<file path="src/rtl/std_cache_pkg.sv">
// Shared std cache types: bypass request/response bundles
// and the bypass arbiter state encoding.
package std_cache_pkg;

   localparam int unsigned BYP_ID_W = 4;

   typedef struct packed {
      logic                req;
      logic                we;
      logic                amo;
      logic [7:0]          be;
      logic [1:0]          size;
      logic [BYP_ID_W-1:0] id;
      logic [63:0]         addr;
      logic [63:0]         wdata;
   } bypass_req_t;

   typedef struct packed {
      logic        gnt;
      logic        valid;
      logic [63:0] rdata;
   } bypass_rsp_t;

   typedef enum logic [1:0] {
      BYP_IDLE,
      BYP_SEND,
      BYP_WAIT
   } bypass_arb_state_e;

   // Port after the one just served, wrapping to 0.
   function automatic logic [BYP_ID_W-1:0] byp_next_ptr(
      input logic [BYP_ID_W-1:0] sel,
      input int unsigned         n
   );
      return (sel == BYP_ID_W'(n - 1)) ? '0 : sel + 1'b1;
   endfunction

endpackage

</file>
<file path="src/rtl/std_cache_rr_picker.sv">
// Combinational round-robin picker: first requesting port at or after
// i_rr_ptr. Ports: i_req, i_rr_ptr in; o_gnt (onehot), o_idx, o_any out.
module std_cache_rr_picker
   import std_cache_pkg::*;
#(
   parameter int unsigned NR_PORTS = 3
) (
   input  logic [NR_PORTS-1:0] i_req,
   input  logic [BYP_ID_W-1:0] i_rr_ptr,
   output logic [NR_PORTS-1:0] o_gnt,
   output logic [BYP_ID_W-1:0] o_idx,
   output logic                o_any
);

   always_comb begin
      int   k;
      logic found;
      k     = 0;
      found = 1'b0;
      o_gnt = '0;
      o_idx = '0;
      for (int i = 0; i < int'(NR_PORTS); i++) begin
         k = int'(i_rr_ptr) + i;
         if (k >= int'(NR_PORTS)) k = k - int'(NR_PORTS);
         if (!found && i_req[k]) begin
            found    = 1'b1;
            o_gnt[k] = 1'b1;
            o_idx    = BYP_ID_W'(k);
         end
      end
      o_any = found;
   end

endmodule

</file>
<file path="src/rtl/std_cache_bypass_arbiter.sv">
// Single-outstanding arbiter of bypass requesters onto one memory port.
// Ports: clk_i, rst_ni, bypass_req_i/rsp_o, mem_req_o, mem_gnt_i,
// mem_valid_i, mem_rdata_i, unexp_rsp_o.
module std_cache_bypass_arbiter
   import std_cache_pkg::*;
#(
   parameter int unsigned NR_PORTS = 3
) (
   input  logic                       clk_i,
   input  logic                       rst_ni,
   input  bypass_req_t [NR_PORTS-1:0] bypass_req_i,
   output bypass_rsp_t [NR_PORTS-1:0] bypass_rsp_o,
   output bypass_req_t                mem_req_o,
   input  logic                       mem_gnt_i,
   input  logic                       mem_valid_i,
   input  logic [63:0]                mem_rdata_i,
   output logic                       unexp_rsp_o
);

   bypass_arb_state_e   r_state;
   logic [BYP_ID_W-1:0] r_rr_ptr;
   logic [BYP_ID_W-1:0] r_sel_q;
   bypass_req_t         r_req_q;

   logic [NR_PORTS-1:0] w_req_vec;
   logic [NR_PORTS-1:0] w_pick_gnt;
   logic [BYP_ID_W-1:0] w_idx;
   logic                w_any;
   logic                w_rsp_fire;
   bypass_req_t         w_win_req;

   always_comb begin
      w_req_vec = '0;
      for (int k = 0; k < int'(NR_PORTS); k++)
         w_req_vec[k] = bypass_req_i[k].req;
   end

   std_cache_rr_picker #(
      .NR_PORTS (NR_PORTS)
   ) u_picker (
      .i_req    (w_req_vec),
      .i_rr_ptr (r_rr_ptr),
      .o_gnt    (w_pick_gnt),
      .o_idx    (w_idx),
      .o_any    (w_any)
   );

   // Winner's request with the id field replaced by its port index.
   always_comb begin
      w_win_req = '0;
      for (int k = 0; k < int'(NR_PORTS); k++)
         if (w_pick_gnt[k]) w_win_req = bypass_req_i[k];
      w_win_req.id = w_idx;
   end

   // A response is accepted in WAIT, or in SEND when gnt and valid coincide.
   assign w_rsp_fire = mem_valid_i &&
                       ((r_state == BYP_WAIT) ||
                        ((r_state == BYP_SEND) && mem_gnt_i));

   always_ff @(posedge clk_i) begin
      if (!rst_ni) begin
         r_state  <= BYP_IDLE;
         r_rr_ptr <= '0;
         r_sel_q  <= '0;
         r_req_q  <= '0;
      end else begin
         unique case (r_state)
            BYP_IDLE: begin
               if (w_any) begin
                  r_req_q <= w_win_req;
                  r_sel_q <= w_idx;
                  r_state <= BYP_SEND;
               end
            end
            BYP_SEND: begin
               if (mem_gnt_i) begin
                  if (mem_valid_i) begin
                     r_rr_ptr <= byp_next_ptr(r_sel_q, NR_PORTS);
                     r_state  <= BYP_IDLE;
                  end else begin
                     r_state  <= BYP_WAIT;
                  end
               end
            end
            BYP_WAIT: begin
               if (mem_valid_i) begin
                  r_rr_ptr <= byp_next_ptr(r_sel_q, NR_PORTS);
                  r_state  <= BYP_IDLE;
               end
            end
            default: r_state <= BYP_IDLE;
         endcase
      end
   end

   // Outputs are held at zero while reset is asserted.
   always_comb begin
      bypass_rsp_o = '0;
      mem_req_o    = '0;
      unexp_rsp_o  = 1'b0;
      if (rst_ni) begin
         if (r_state == BYP_IDLE)
            for (int k = 0; k < int'(NR_PORTS); k++)
               bypass_rsp_o[k].gnt = w_pick_gnt[k];
         if (r_state == BYP_SEND) begin
            mem_req_o     = r_req_q;
            mem_req_o.req = 1'b1;
         end
         if (w_rsp_fire)
            for (int k = 0; k < int'(NR_PORTS); k++)
               if (BYP_ID_W'(k) == r_sel_q) begin
                  bypass_rsp_o[k].valid = 1'b1;
                  bypass_rsp_o[k].rdata = mem_rdata_i;
               end
         unexp_rsp_o = mem_valid_i && !w_rsp_fire;
      end
   end

endmodule
</file>
<file path="config.mk">
export PLATFORM = sky130hd
export DESIGN_NAME = std_cache_bypass_arbiter
export DESIGN_NICKNAME = d
export VERILOG_FILES = /design/src/rtl/std_cache_pkg.sv /design/src/rtl/std_cache_rr_picker.sv /design/src/rtl/std_cache_bypass_arbiter.sv
export SDC_FILE = /design/constraint.sdc
export NUM_CORES = 1
export LEC_CHECK = 0
export BUFFER_PORTS_ARGS = -buffer_cell sky130_fd_sc_hd__buf_2
export CELL_PAD_IN_SITES_DETAIL_PLACEMENT = 0
export CELL_PAD_IN_SITES_GLOBAL_PLACEMENT = 1
export CORE_AREA = 3 3 331 333
export CTS_CLUSTER_SIZE = 24
export DETAILED_ROUTE_END_ITERATION = 16
export DIE_AREA = 0 0 334 336
export PLACE_DENSITY = 0.37
export SKIP_LAST_GASP = 1
export SYNTH_ARGS = -nofsm -noshare
export SYNTH_HDL_FRONTEND = slang
export SYNTH_HIERARCHICAL = 1
export SYNTH_SLANG_ARGS = --single-unit
</file>
<file path="constraint.sdc">
create_clock -name clk_i -period 5.9 [get_ports clk_i]
set_input_delay 0.295 -clock clk_i [delete_from_list [all_inputs] [get_ports clk_i]]
set_output_delay 0.295 -clock clk_i [all_outputs]
set_load 0.05 [all_outputs]
</file>
==> impl_metrics.env, run 1 <==
export IMPL_hold_ws_ns=0.0771
export IMPL_ant_nets=0
export IMPL_ctsHtreeMaxLevel=4
export IMPL_period_needed_ns=5.23
export IMPL_grt_total_usage_pct=13.2
export IMPL_setup_violations=0
export IMPL_drt_met1_wl_mm=30.0
export IMPL_p_sw_mw=4.69
export IMPL_insertion_delay_ns=0.47
export IMPL_vdd_drop_max_v=0.000319
export IMPL_core_um2=107000
export IMPL_drc=0
export IMPL_highest_layer="met5"
export IMPL_ctsResizeCount=0
export IMPL_antenna_found_initial=30
export IMPL_die_w_um=334
export IMPL_yosysWarnings=6
export IMPL_dr_pass1_iters=4
export IMPL_syn_cell_area_um2=12300
export IMPL_dpl_hpwl_mm=64.4
export IMPL_switching_share_pct=50.6
export IMPL_period_share_pct=88.6
export IMPL_yosysMostFrequentCell="and2_1"
export IMPL_synth_ff_type="dfxtp_1"
export IMPL_die_h_um=336
export IMPL_p_int_mw=4.58
export IMPL_worst_pin_slew_ns=0.857
export IMPL_syn_nets=2220
export IMPL_synth_top_area_cell="dfxtp_1"
export IMPL_path_max_fanout=72
export IMPL_gp_congestion=0.849
export IMPL_wl_met2_mm=42.5
export IMPL_die_area_um2=112000
export IMPL_p_leak_nw=8.91
export IMPL_wl_met3_mm=4.70
export IMPL_start_kind="register"
export IMPL_rsz0062_at_grt="false"
export IMPL_ys_top_cells_by_count="and2_1, a21oi_1, nand2_1"
export IMPL_status="complete, no violations"
export IMPL_finalPower_mw=9.27
export IMPL_io_pins=847
export IMPL_critPathKind="reg2out"
export IMPL_ys_ff_latch=150
export IMPL_syn_to_final_growth_pct=52.3
export IMPL_combPwrFrac_pct=67.5
export IMPL_cts_sinks=150
export IMPL_setup_tns_ns=0
export IMPL_synth_top_area_share_pct=24.5
export IMPL_placed_area_um2=18000
export IMPL_seq_area_frac_synth_pct=24.5
export IMPL_grt_pass1_wl_mm=109
export IMPL_cp_arrival_ns=4.93
export IMPL_pwr_share_seq_pct=19.5
export IMPL_final_cell_area_um2=18700
export IMPL_end_kind="output pin"
export IMPL_grt_pass1_vias=15300
export IMPL_port_buffers=834
export IMPL_cts_buffer_depth=2
export IMPL_clock_fmax_mhz=191
export IMPL_n_fill_cell=12400
export IMPL_cts_buffers=17
export IMPL_finalMaxSlewViolations=0
export IMPL_maxCapViolations=0
export IMPL_cts_tree="built"
export IMPL_synth_area_per_cell_um2=7.18
export IMPL_routed_wirelength_mm=78.8
export IMPL_cts_root_buf="clkbuf_16"
export IMPL_path_clk_slew_ns=0.07
export IMPL_postSynthCellCount=1709
export IMPL_drt_iter0_drc=524
export IMPL_powerDensity_nw_per_um2=496
export IMPL_drive_above_1_share_pct=38.6
export IMPL_synth_edf_count=0
export IMPL_hold_path_class="in2reg"
export IMPL_nNetsFinal=2951
export IMPL_postLayoutCoreUtil_pct=17.5
export IMPL_crit_required_ns=5.61
export IMPL_fin_skew_ns=0.0165
export IMPL_synth_async_reset_ratio_pct=0
export IMPL_slew_headroom_pct=42.8
export IMPL_synth_area_leaders="dfxtp_1, and2_1, a21oi_1, a221o_1, nand3b_1"
export IMPL_clkPwrFrac_pct=13.0
export IMPL_dr_total_vias=15200
export IMPL_grt_max_degree=87
export IMPL_rows=120
export IMPL_vias_per_cell=3.95
export IMPL_hold_viol=0
export IMPL_grt_overflow=0
export IMPL_initial_core_util_pct=11.5
export IMPL_wl_per_cell_um=20.4
export IMPL_synth_cell_types=74
layout make-up:
type / count / area, um2 / area share, %
Antenna cell: 7 / 17.5 / 0.0937
Clock buffer: 17 / 425 / 2.28
Clock inverter: 15 / 193 / 1.03
Inverter: 157 / 594 / 3.18
Multi-Input combinational cell: 1227 / 7940 / 42.5
Sequential cell: 150 / 3000 / 16.1
Tap cell: 1403 / 1760 / 9.39
Timing Repair Buffer: 887 / 4760 / 25.5
state kept, by name (all words and copies together), names as in the netlist:
name,flops
r_rr_ptr,4
r_state,2
r_req_q,144
placed cells by master (no fill, tap or decap), types with 3 or more instances in the layout:
master,Yosys,routed
nand3b_1,145,145
a2111oi_4,0,3
and3_1,7,7
clkinv_4,0,5
nand3_1,8,8
clkbuf_16,0,17
inv_1,155,155
nor3_1,10,10
inv_8,0,3
o21ai_0,7,7
nor2b_1,4,4
buf_12,0,15
buf_4,1,37
buf_2,6,834
nor2_1,14,13
xnor2_1,5,5
a21oi_1,298,298
xor2_1,4,4
nand2_1,162,162
a211o_1,3,3
a211oi_1,7,7
inv_6,0,3
diode_2,0,7
nand2b_1,5,5
and2_1,335,335
a221o_1,140,140
dfxtp_1,150,150
ha_1,8,8
stage by stage:
stage          cells  setup WS (ns)
4_1_cts         3856          0.509
3_5_place_dp    3823          0.939
3_3_place_gp    3823          0.930
2_1_floorplan   1709           1.25
5_1_grt         3858          0.211
6_report        3863          0.670
path summary, 6_finish.rpt:
kind,start,end,slack (ns),depth (start not counted)
max reg2reg,r_rr_ptr[0],r_req_q[41],0.92,16
max,r_rr_ptr[0],bypass_rsp_o[65],0.67,14
min reg2reg,r_req_q[139],r_req_q[139],0.45,2
min,mem_gnt_i,r_state[0],0.08,2
power groups by stage:
| stage | combinational [mW] | sequential (mW) | clock, mW |
|---|---|---|---|
| global placement | 6.36 | 1.82 | 0 |
| CTS | 6.41 | 1.82 | 1.29 |
| floorplan | 4.40 | 1.73 | 0 |
| global route | 6.89 | 1.88 | 1.31 |
| finish | 6.26 | 1.81 | 1.20 |
| detailed placement | 6.38 | 1.84 | 0 |
logic make-up after synthesis:
kind of cell / count (synthesis) / synth area share [%]
AOI/OAI and AO/OA: 494 / 27.8
xor gates and xnor gates: 10 / 0.775
adders and majority gates: 8 / 0.816
buffers and inverters: 332 / 11.4
DFF: 150 / 24.5
muxes: 2 / 0.163
and+or+nand+nor: 713 / 34.6
critical path, cell delays in order, from the launching register on:
cell,delay (ns)
dfxtp_1,0.76
ha_1,0.58
xor2_1,0.42
a211oi_1,0.13
or3_1,0.41
a21oi_1,0.15
nand3b_1,0.10
a21oi_1,0.16
ha_1,0.23
nand2_2,0.06
o32a_1,0.37
o41ai_2,0.12
buf_12,0.35
and3_1,0.22
buf_2,0.30
layer usage:
metal	GRT usage [%]	vias up
li1	-	7382
met1	14.2	7227
met2	25.8	558
met3	3.15	63
met4	3.23	12
met5	0	-
what timing repair did:
item	4_1_cts	5_1_grt
hold endpoints to repair	1	0
setup buffers	0	0
hold buffers	1	0
No activity file was read; power rests on OpenSTA's default activity.
==> run 2, diff against run 1 <==
CORE_AREA = 4 4 332 334   (was 3 3 331 333)
DIE_AREA = 0 0 336 338   (was 0 0 334 336)
==> impl_metrics.env, run 2 (synthesized netlist as in run 1, its figures left out) <==
export IMPL_p_leak_nw=8.95
export IMPL_vias_per_cell=3.95
export IMPL_gp_congestion=0.848
export IMPL_fin_skew_ns=0.0140
export IMPL_grt_busiest_layer="met2"
export IMPL_drc=0
export IMPL_rows=120
export IMPL_powerDensity_nw_per_um2=496
export IMPL_finalPower_mw=9.29
export IMPL_path_clk_slew_ns=0.06
export IMPL_maxCapViolations=0
export IMPL_ctsResizeCount=0
export IMPL_hold_path_class="in2reg"
export IMPL_critPathKind="reg2out"
export IMPL_grt_total_usage_pct=12.7
export IMPL_largest_register_ffs=144
export IMPL_core_um2=107000
export IMPL_crit_required_ns=5.61
export IMPL_dpl_hpwl_mm=64.0
export IMPL_worstSetupStartpoint="r_rr_ptr[0]"
export IMPL_rsz0062_at_grt="false"
export IMPL_cp_arrival_ns=4.98
export IMPL_nNetsFinal=2963
export IMPL_drive_above_1_share_pct=38.9
export IMPL_dr_total_vias=15300
export IMPL_start_kind="register"
export IMPL_worst_pin_slew_ns=0.898
export IMPL_path_max_fanout=55
export IMPL_rrSetupSlack_ns=0.95
export IMPL_layout_commonest_cell="buf_2"
export IMPL_grt_overflow=0
export IMPL_syn_to_final_growth_pct=52.7
export IMPL_grt_pass1_wl_mm=106
export IMPL_status="complete, no violations"
export IMPL_place_inst=3835
export IMPL_fin_ws_ns=0.622
export IMPL_cts_sinks=150
export IMPL_layout_common_cells="buf_2, and2_1, a21oi_1, nand2_1, inv_1"
export IMPL_period_share_pct=89.5
export IMPL_postLayoutCoreUtil_pct=17.5
export IMPL_vdd_drop_max_v=0.000316
export IMPL_period_needed_ns=5.28
export IMPL_slowest_stage="dfxtp_1"
export IMPL_grt_use_met1_pct=13.1
export IMPL_ant_nets=0
export IMPL_crit_chain="ha_1 > xor2_1 > a211oi_1 > or3_1 > a21oi_1 > nand3b_1 > a21oi_1 > ha_1 > nand2_2 > or4b_1 > o211ai_4 > buf_12 > and3_1 > buf_2"
export IMPL_r2r_end="r_req_q[79]"
export IMPL_max_stage_delay_ns=0.84
export IMPL_die_area_um2=114000
export IMPL_final_cell_area_um2=18700
export IMPL_antenna_found_initial=15
export IMPL_setup_tns_ns=0
export IMPL_layout_cells_non_filler=3873
export IMPL_wl_per_cell_um=20.0
export IMPL_drt_iter0_drc=717
export IMPL_use_met3_pct=3.39
export IMPL_finalMaxSlewViolations=0
export IMPL_cts_buffers=17
export IMPL_grt_max_degree=91
export IMPL_io_pins=847
export IMPL_clock_fmax_mhz=189
export IMPL_reg_largest_list="r_req_q x144, r_rr_ptr x4, r_state x2"
export IMPL_hold_depth=2
export IMPL_n_fill_cell=12400
export IMPL_cts_root_buf="clkbuf_16"
export IMPL_initial_core_util_pct=11.5
export IMPL_r2r_cells=16
export IMPL_hold_viol=0
export IMPL_die_h_um=338
export IMPL_routed_wirelength_mm=77.4
export IMPL_cts_buffer_depth=2
export IMPL_pre_cts_slack_ns=0.892
export IMPL_slew_headroom_pct=40.2
export IMPL_ctsHtreeMaxLevel=4
export IMPL_setup_violations=0
export IMPL_end_kind="output pin"
export IMPL_placed_area_um2=18100
export IMPL_cts_tree="built"
export IMPL_dr_pass1_iters=5
export IMPL_largest_register="r_req_q"
export IMPL_postCtsSetupRepairBufs=0
export IMPL_hold_ws_ns=0.0785
export IMPL_insertion_delay_ns=0.47
export IMPL_grtUsageMet2_pct=24.5
export IMPL_port_buffers=834
export IMPL_cts_hold_buf=1
export IMPL_crit_end="bypass_rsp_o[131]"
export IMPL_die_w_um=336
export IMPL_timing_rr_start="r_rr_ptr[0]"
export IMPL_grt_pass1_vias=15400
==> run 2: changes by cell type in the layout (fill, tap and decap cells not counted) <==
cell        change
clkbuf_1        +1
inv_6           +1
buf_4          +13
inv_8           -3
buf_12          -1
clkbuf_8        +1
clkinv_4        -2
clkinvlp_4      +4
diode_2         -2
clkinv_8        -2
==> run 2: layout make-up <==
class                           instances  area [um2]  share of cell area (%)
Antenna cell                            5        12.5                  0.0668
Multi-Input combinational cell       1227        7940                    42.4
Clock buffer                           19         443                    2.36
Sequential cell                       150        3000                    16.0
Tap cell                             1403        1760                    9.37
Timing Repair Buffer                  899        4840                    25.8
Clock inverter                         13         148                   0.788
Inverter                              157         594                    3.17
==> run 2: worst min path at each step <==
stage / end / slack (ns) / from
after floorplan: r_state[1] / 0.37 / mem_valid_i
after global placement: r_req_q[73] / 0.44 / r_req_q[73]
after detailed placement: r_req_q[67] / 0.44 / r_req_q[67]
after CTS: r_state[0] / 0.01 / mem_gnt_i
after global routing: r_state[0] / 0.04 / mem_gnt_i
final: r_state[0] / 0.08 / mem_gnt_i
==> run 2: metal layers <==
metal,wire length (um),vias to the layer above
li1,-,7390
met5,19,-
met4,2290,4
met1,28200,7260
met2,41800,569
met3,5020,71
==> run 2: where the power goes <==
part	switching, mW	internal [mW]	total (mW)
combinational	3.86	2.46	6.32
sequential	0.281	1.54	1.82
clock	0.517	0.638	1.16
total	4.65	4.64	9.29
==> run 2: worst max-delay path, delay by kind of cell, from the launching register on <==
family / cells / cell delay (ns)
DFF: 1 / 0.84
adders and majority gates: 2 / 0.81
buffers and inverters: 2 / 0.55
xor gates and xnor gates: 1 / 0.39
AOI/OAI and AO/OA: 4 / 0.61
and+or+nand+nor: 5 / 1.29
